$ cat config.mk
export PLATFORM = sky130hd
export DESIGN_NAME = nibble_serial_adder
export DESIGN_NICKNAME = d
export VERILOG_FILES = /design/src/rtl/nibble_serial_adder.sv
export SDC_FILE = /design/constraint.sdc
export NUM_CORES = 1
export LEC_CHECK = 0
export CAP_MARGIN = 25
export CORE_MARGIN = 4
export CORE_UTILIZATION = 45
export CTS_BUF_LIST = sky130_fd_sc_hd__clkbuf_16
export DETAILED_ROUTE_END_ITERATION = 12
export PLACE_DENSITY = 0.87
export SLEW_MARGIN = 10
export SYNTH_ARGS = -nofsm -noshare
export SYNTH_HDL_FRONTEND = slang
export SYNTH_SLANG_ARGS = --single-unit
$ cat constraint.sdc
create_clock -name clk -period 4.8 [get_ports clk]
set_clock_uncertainty 0.2 [all_clocks]
set_input_delay 0.72 -clock clk [delete_from_list [all_inputs] [get_ports clk]]
set_output_delay 0.72 -clock clk [all_outputs]
set_load 0.005 [all_outputs]
$ cat src/rtl/nibble_serial_adder.sv
// Adds two WIDTH-bit operands one nibble per cycle through an external 4-bit adder.
// Define OVERFLOW_FLAG_EN to add the signed-overflow output ovf.
module nibble_serial_adder #(
  parameter int WIDTH = 16
) (
  input  logic             clk,
  input  logic             rst,
  input  logic             in_valid,
  output logic             in_ready,
  input  logic [WIDTH-1:0] in_a,
  input  logic [WIDTH-1:0] in_b,
  input  logic             cin,
  output logic [3:0]       add_a,
  output logic [3:0]       add_b,
  output logic             add_cin,
  input  logic [3:0]       add_sum,
  input  logic             add_cout,
  output logic             out_valid,
  input  logic             out_ready,
  output logic [WIDTH-1:0] sum,
  output logic             cout,
`ifdef OVERFLOW_FLAG_EN
  output logic             ovf,
`endif
  output logic             busy
);

  localparam int NIBBLES = WIDTH / 4;
  localparam int CW = (NIBBLES > 1) ? $clog2(NIBBLES) : 1;
  localparam logic [CW-1:0] LAST = CW'(NIBBLES - 1);

  typedef enum logic [1:0] {
    IDLE,
    RUN,
    DONE
  } state_t;

  state_t           state_q, state_d;
  logic [WIDTH-1:0] a_q, a_d;
  logic [WIDTH-1:0] b_q, b_d;
  logic [WIDTH-1:0] s_q, s_d;
  logic             carry_q, carry_d;
  logic [CW-1:0]    cnt_q, cnt_d;

`ifdef OVERFLOW_FLAG_EN
  logic msb_a_q, msb_a_d;
  logic msb_b_q, msb_b_d;
`endif

  always_ff @(posedge clk or posedge rst) begin
    if (rst) begin
      state_q <= IDLE;
      a_q     <= '0;
      b_q     <= '0;
      s_q     <= '0;
      carry_q <= 1'b0;
      cnt_q   <= '0;
    end else begin
      state_q <= state_d;
      a_q     <= a_d;
      b_q     <= b_d;
      s_q     <= s_d;
      carry_q <= carry_d;
      cnt_q   <= cnt_d;
    end
  end

`ifdef OVERFLOW_FLAG_EN
  always_ff @(posedge clk or posedge rst) begin
    if (rst) begin
      msb_a_q <= 1'b0;
      msb_b_q <= 1'b0;
    end else begin
      msb_a_q <= msb_a_d;
      msb_b_q <= msb_b_d;
    end
  end
`endif

  always_comb begin
    state_d = state_q;
    a_d     = a_q;
    b_d     = b_q;
    s_d     = s_q;
    carry_d = carry_q;
    cnt_d   = cnt_q;
`ifdef OVERFLOW_FLAG_EN
    msb_a_d = msb_a_q;
    msb_b_d = msb_b_q;
`endif
    unique case (state_q)
      IDLE: begin
        if (in_valid) begin
          a_d     = in_a;
          b_d     = in_b;
          carry_d = cin;
          cnt_d   = '0;
          state_d = RUN;
`ifdef OVERFLOW_FLAG_EN
          msb_a_d = in_a[WIDTH-1];
          msb_b_d = in_b[WIDTH-1];
`endif
        end
      end
      RUN: begin
        // Result builds from the top; after NIBBLES shifts nibble 0 sits at [3:0].
        a_d              = a_q >> 4;
        b_d              = b_q >> 4;
        s_d              = s_q >> 4;
        s_d[WIDTH-1 -: 4] = add_sum;
        carry_d          = add_cout;
        cnt_d            = cnt_q + 1'b1;
        if (cnt_q == LAST) begin
          state_d = DONE;
        end
      end
      DONE: begin
        if (out_ready) begin
          state_d = IDLE;
        end
      end
      default: state_d = IDLE;
    endcase
  end

  logic run;
  assign run = (state_q == RUN);

  assign in_ready  = (state_q == IDLE);
  assign out_valid = (state_q == DONE);
  assign busy      = run || out_valid;
  assign add_a     = run ? a_q[3:0] : 4'h0;
  assign add_b     = run ? b_q[3:0] : 4'h0;
  assign add_cin   = run ? carry_q : 1'b0;
  assign sum       = s_q;
  assign cout      = carry_q;

`ifdef OVERFLOW_FLAG_EN
  assign ovf = out_valid && (msb_a_q == msb_b_q) &&
               (s_q[WIDTH-1] != msb_a_q);
`endif

endmodule

==> run metrics, run 1 <==
run status finished clean; Detailed Routing Iterations Pass 1 4; deepest clock path buffer count 2; routed vias 1720; ys flop type dfrtp_1; unrepaired setup endpoints after global routing no; Buf/Inv on CP 2; routed wl met2 2560 um; slowest CP cell clkdlybuf4s50_1; count of flip-flops with a built-in enable after synthesis 0; final net count 318; CTS tree built; Root Buffer clkbuf_16; top-area cell type share of the netlist area 53.6%; family with the most delay on the worst path buffers and inverters; peak supply drop 0.412 mV; hold crit path type reg2reg; routed vias/inst 5.03; crit start category register; Core ar. 0.00520 mm^2; R2R Setup Slk 2.14 ns; wire per inst 14.7 um; critical path class reg2out; clk sink count 53; Die Ht 82.2 um; Yosys top cell by area dfrtp_1; Area contributors post-synth dfrtp_1, mux2i_1, mux2_2; first-pass GRT wire length 8470 um; Cells after Synth 204; Post-synth ARST share 100%; most frequent cell after synthesis dfrtp_1; initial antenna violation count 0; CTS resizes 0; vias in the first global route 1814; Ports 71; TritonCTS buffer count 5; P_leak 1.44 nW; Seq/Total Area, Yosys 53.6%; CP arrival 2.01 ns; ant diodes 0; Final Max Tran Viols 0; Setup Viol. Count Final 0; # port buffers 70; pwr dens 660 mW/mm^2; WL final 5020 um; hold slack 0.279 ns; Mapped Area 0.00247 mm^2; worst rel slew slack 57.8%; grt total ovfl 0; synth warn 0; commonest cells in the synthesized netlist dfrtp_1, mux2i_1, nand2_1, o21ai_1, mux2_2; Setup Fix Bufs, Post-CTS 0; syn_nets 251; Initial Utilization 47.5%; post-route minimum period 2.93 ns; Detail Route Antenna Nets 0; Clock Pin Slew Worst Setup and Hold Paths 0.07 ns; chip width 82.2 um; DPL Wire Length 3660 um; Max FO, Critical Path 16; pin count of the biggest net entering global routing 45; layout cell share with drive strength beyond 1 11.8%; Slew @ Worst Pin 0.633 ns; syn avg cell area 12.1 um^2; Setup TNS 0 ns; Worst EP required 3.88 ns; CP Capture Type output pin; crit share post-route 61.0%; DRC 0; number of distinct library cells after synthesis 23; GRT Total Usage 16.6%; Clock Latency Late Sink 0.29 ns; H-Tree Depth 2; max-cap violation count 0; worst-path cell chain inv_1 -> ha_1 -> clkdlybuf4s50_1; met3 WL post-DR 259 um; Initial DRC Count 82; max layer used met4; fmax 0.341 GHz; number of hold buffers added after CTS 0; synth-to-layout area growth 35.5%; flip-flop and latch count after synthesis 53; gp weighted congestion 0.728; Fin. Hold Viols 0; full die area 0.00675 mm^2; Cell Rows 26; met1 WL 2130 um; slowest stage delay, CP 0.62 ns
worst register-to-register path: stages (launching register included):
cell,delay (ns)
dfrtp_1,0.40
inv_1,0.11
ha_2,0.38
buf_4,0.60
mux2i_4,0.30
buf_4,0.32
a32o_1,0.24
kinds of logic after synthesis:
group                    synth area share (%)
adder cells (fa/ha/maj)                  2.53
multiplexers                             19.6
XOR/XNOR                                0.354
AO/OA/AOI/OAI                            11.4
buffers and inverters                    5.51
flip-flops                               53.6
AND/OR/NAND/NOR                          7.03
path summary, 6_finish.rpt:
check,cells after the start,endpoint,start
min in group asynchronous,2,sum[11],rst
max,3,in_ready,state_q[0]
max in group asynchronous,3,b_q[8],rst
max reg2reg,6,a_q[13],state_q[1]
min reg2reg,2,b_q[0],b_q[0]
min,2,b_q[0],b_q[0]
routing by layer:
metal | vias up | track usage (%)
met5 | - | 0
met4 | 0 | 5.81
met3 | 5 | 4.66
met2 | 38 | 28.3
met1 | 824 | 20.3
li1 | 853 | -
sequential cells by signal (all words and copies together) (netlist names):
register / cells
a_q: 16
b_q: 16
sum: 16
cnt_q: 2
state_q: 2
cout: 1
power by group:
| part | switching, mW | internal [mW] |
|---|---|---|
| Combinational | 0.450 | 0.569 |
| Sequential | 0.128 | 0.666 |
| Clock | 0.155 | 0.244 |
| Total | 0.733 | 1.48 |
through the flow:
stage | instance area, um^2 | total power [mW] | std cells | util, % | worst slack (ns)
floorplan | 2470 | 1.51 | 204 | - | 2.59
global placement | 3170 | 1.77 | 333 | 60.8 | 2.19
detailed placement | 3190 | 1.83 | 334 | 61.2 | 2.13
CTS | 3350 | 2.24 | 342 | 64.4 | 1.87
global route | 3350 | 2.39 | 342 | 64.4 | 1.76
finish | 3350 | 2.21 | 342 | 64.4 | 1.87
layout by cell type, fill, tap and decap left out:
master,n
clkdlybuf4s50_1,70
dfrtp_1,53
mux2i_1,26
nand2_1,25
o21ai_1,25
mux2_2,18
a22o_1,10
and2_1,9
inv_1,5
clkbuf_16,5
ha_1,4
a32o_1,3
nor2b_1,2
o21ai_0,2
buf_4,2
mux2i_4,1
a221oi_2,1
xnor2_1,1
nand3b_1,1
a21oi_1,1
inv_2,1
nor2_1,1
a32oi_1,1
ha_2,1
clkinv_1,1
bufinv_16,1
clkinvlp_4,1
buf_12,1
area by class of cell:
type / count / area [um^2]
fillers: 424 / 1850
flip-flops and latches: 53 / 1330
multi-input cells: 132 / 1010
repair buffers: 73 / 736
clock buffers: 5 / 125
well taps: 70 / 87.6
clock inverters: 3 / 41.3
inverters: 6 / 22.5
(Power assumes the default switching activity.)
==> inputs of run 2 (changes only) <==
==> constraint.sdc (replaced) <==
create_clock -name clk -period 2.7 [get_ports clk]
set_clock_uncertainty 0.2 [all_clocks]
set_input_delay 0.405 -clock clk [delete_from_list [all_inputs] [get_ports clk]]
set_output_delay 0.405 -clock clk [all_outputs]
set_load 0.005 [all_outputs]
==> run metrics, run 2 (synthesis gave the netlist of run 1 again) <==
post-route minimum period 2.39 ns; number of hold buffers added after CTS 0 (unchanged); unrepaired setup endpoints after global routing no; critical path class reg2out; P_leak 1.46 nW (+1.7%); full die area 0.00675 mm^2 (unchanged); Slew @ Worst Pin 0.556 ns (-0.0768 ns); Crit Reg-Reg Endpoint a_q[15]; Initial Utilization 47.5% (unchanged); run status finished clean; CTS resizes 0 (unchanged); pin count of the biggest net entering global routing 39 (-13%); synth-to-layout area growth 36.3%; GRT Total Usage 17.2% (+0.55 points); Worst EP required 2.10 ns (-1.78 ns); TritonCTS buffer count 5 (unchanged); final net count 323 (+1.6%); Initial DRC Count 105 (+28%); Clock Pin Slew Worst Setup and Hold Paths 0.07 ns (about the same); Core ar. 0.00520 mm^2 (unchanged); CP arrival 1.79 ns (-0.22 ns); chip width 82.2 um (unchanged); Detailed Routing Iterations Pass 1 4 (unchanged); # port buffers 70 (unchanged); power share of the clock group 17.6% (-0.4 points); CTS tree built; DPL Wire Length 3970 um (+8.5%); Final Power 3.99 mW (+80%); max-cap violation count 0 (unchanged); ant diodes 0 (unchanged); clk sink count 53 (unchanged); WL final 5280 um (+5.1%); crit share post-route 88.6%; gp weighted congestion 0.731 (+0.38%); CP Capture Type output pin; wire per inst 15.2 um (+3.6%); Die Ht 82.2 um (unchanged); peak supply drop 0.662 mV (+61%); layout cell share with drive strength beyond 1 13.0% (+1.2 points); RR Startpoint state_q[1]; Internal Pwr Total 2.66 mW (+80%); H-Tree Depth 2 (unchanged); crit start category register; Final Max Tran Viols 0 (unchanged); worst rel slew slack 62.8% (+5.0 points); Comb power frac 46.9% (+0.8 points); first-pass GRT wire length 8710 um (+2.9%); worst r2r path cells 6 (unchanged); Max FO, Critical Path 14 (-2); Ports 71 (unchanged); hold crit path type in2async; switching power 1.33 mW (+81%); Fin. Hold Viols 0 (unchanged); routed vias 1766 (+2.7%); most common cell after layout, fill and taps aside clkdlybuf4s50_1; fmax 0.418 GHz; Detail Route Antenna Nets 0 (unchanged); Setup TNS 0 ns (unchanged); deepest clock path buffer count 2 (unchanged); R2R Setup Slk 0.44 ns (-1.70 ns); Seq pwr share 35.5% (-0.4 points); Cell Rows 26 (unchanged); Setup Viol. Count Final 0 (unchanged); grt total ovfl 0 (unchanged); Root Buffer clkbuf_16; commonest cells after routing, fill and taps aside clkdlybuf4s50_1, dfrtp_1, mux2i_1, nand2_1, o21ai_1; Setup Fix Bufs, Post-CTS 0 (unchanged); vias in the first global route 1839 (+1.4%); DRC 0 (unchanged); initial antenna violation count 0 (unchanged); Net Sw Frac 33.2% (+0.11 points); routed vias/inst 5.09 (+1.2%); pwr dens 1180 mW/mm^2 (+79%); Clock Latency Late Sink 0.29 ns (about the same)
## run 2: cell types whose count changed in the layout (fill, tap and decap cells not counted)
cell	change
buf_12	-1
buf_4	+6
inv_1	+1
clkinvlp_4	-1
## run 2: worst max-delay path by stage
stage / startpoint / end / slack [ns] / depth (start not counted)
floorplan: rst / a_q[0] / 0.81 / 1
global placement: state_q[1] / b_q[15] / 0.53 / 6
detailed placement: state_q[1] / a_q[15] / 0.46 / 6
CTS: state_q[1] / add_a[2] / 0.29 / 4
global route: state_q[1] / add_b[0] / 0.19 / 4
finish: state_q[1] / add_a[2] / 0.31 / 4
## run 2: routing by layer
| metal | share of wire [%] | up-vias | wire (um) | GRT usage (%) |
|---|---|---|---|---|
| li1 | - | 857 | - | - |
| met1 | 43 | 857 | 2250 | 21.4 |
| met2 | 50 | 44 | 2650 | 28.4 |
| met3 | 5.1 | 8 | 269 | 4.34 |
| met4 | 2.1 | 0 | 111 | 7.31 |
| met5 | 0 | - | 0 | 0 |
## run 2: critical path: stages (launching register included)
cell             delay [ns]
dfrtp_1                0.39
inv_1                  0.10
ha_2                   0.33
and2_1                 0.18
clkdlybuf4s50_1        0.49
## run 2: power by group through the flow
stage               Clock [mW]  Sequential (mW)  Combinational [mW]
detailed placement           0             1.43                1.88
finish                   0.701             1.42                1.87
global placement             0             1.41                1.81
global route             0.746             1.48                2.07
floorplan                    0             1.38                1.29
CTS                      0.712             1.42                1.89
## run 2: stage by stage
stage          util [%]  hold slack [ns]  setup WS [ns]  instance area, um^2  std cells
2_1_floorplan         -            0.248          0.809                 2470        204
3_3_place_gp       61.7            0.260          0.529                 3210        339
3_5_place_dp       61.7            0.268          0.455                 3210        339
4_1_cts            64.8            0.238          0.287                 3370        347
5_1_grt            64.8            0.256          0.191                 3370        347
6_report           64.8            0.223          0.308                 3370        347
## run 2: area by class of cell
class / count / area [um^2]
Clock buffer: 5 / 125
Clock inverter: 3 / 37.5
Fill cell: 415 / 1830
Inverter: 6 / 22.5
Multi-Input combinational cell: 132 / 1010
Sequential cell: 53 / 1330
Tap cell: 70 / 87.6
Timing Repair Buffer: 78 / 761
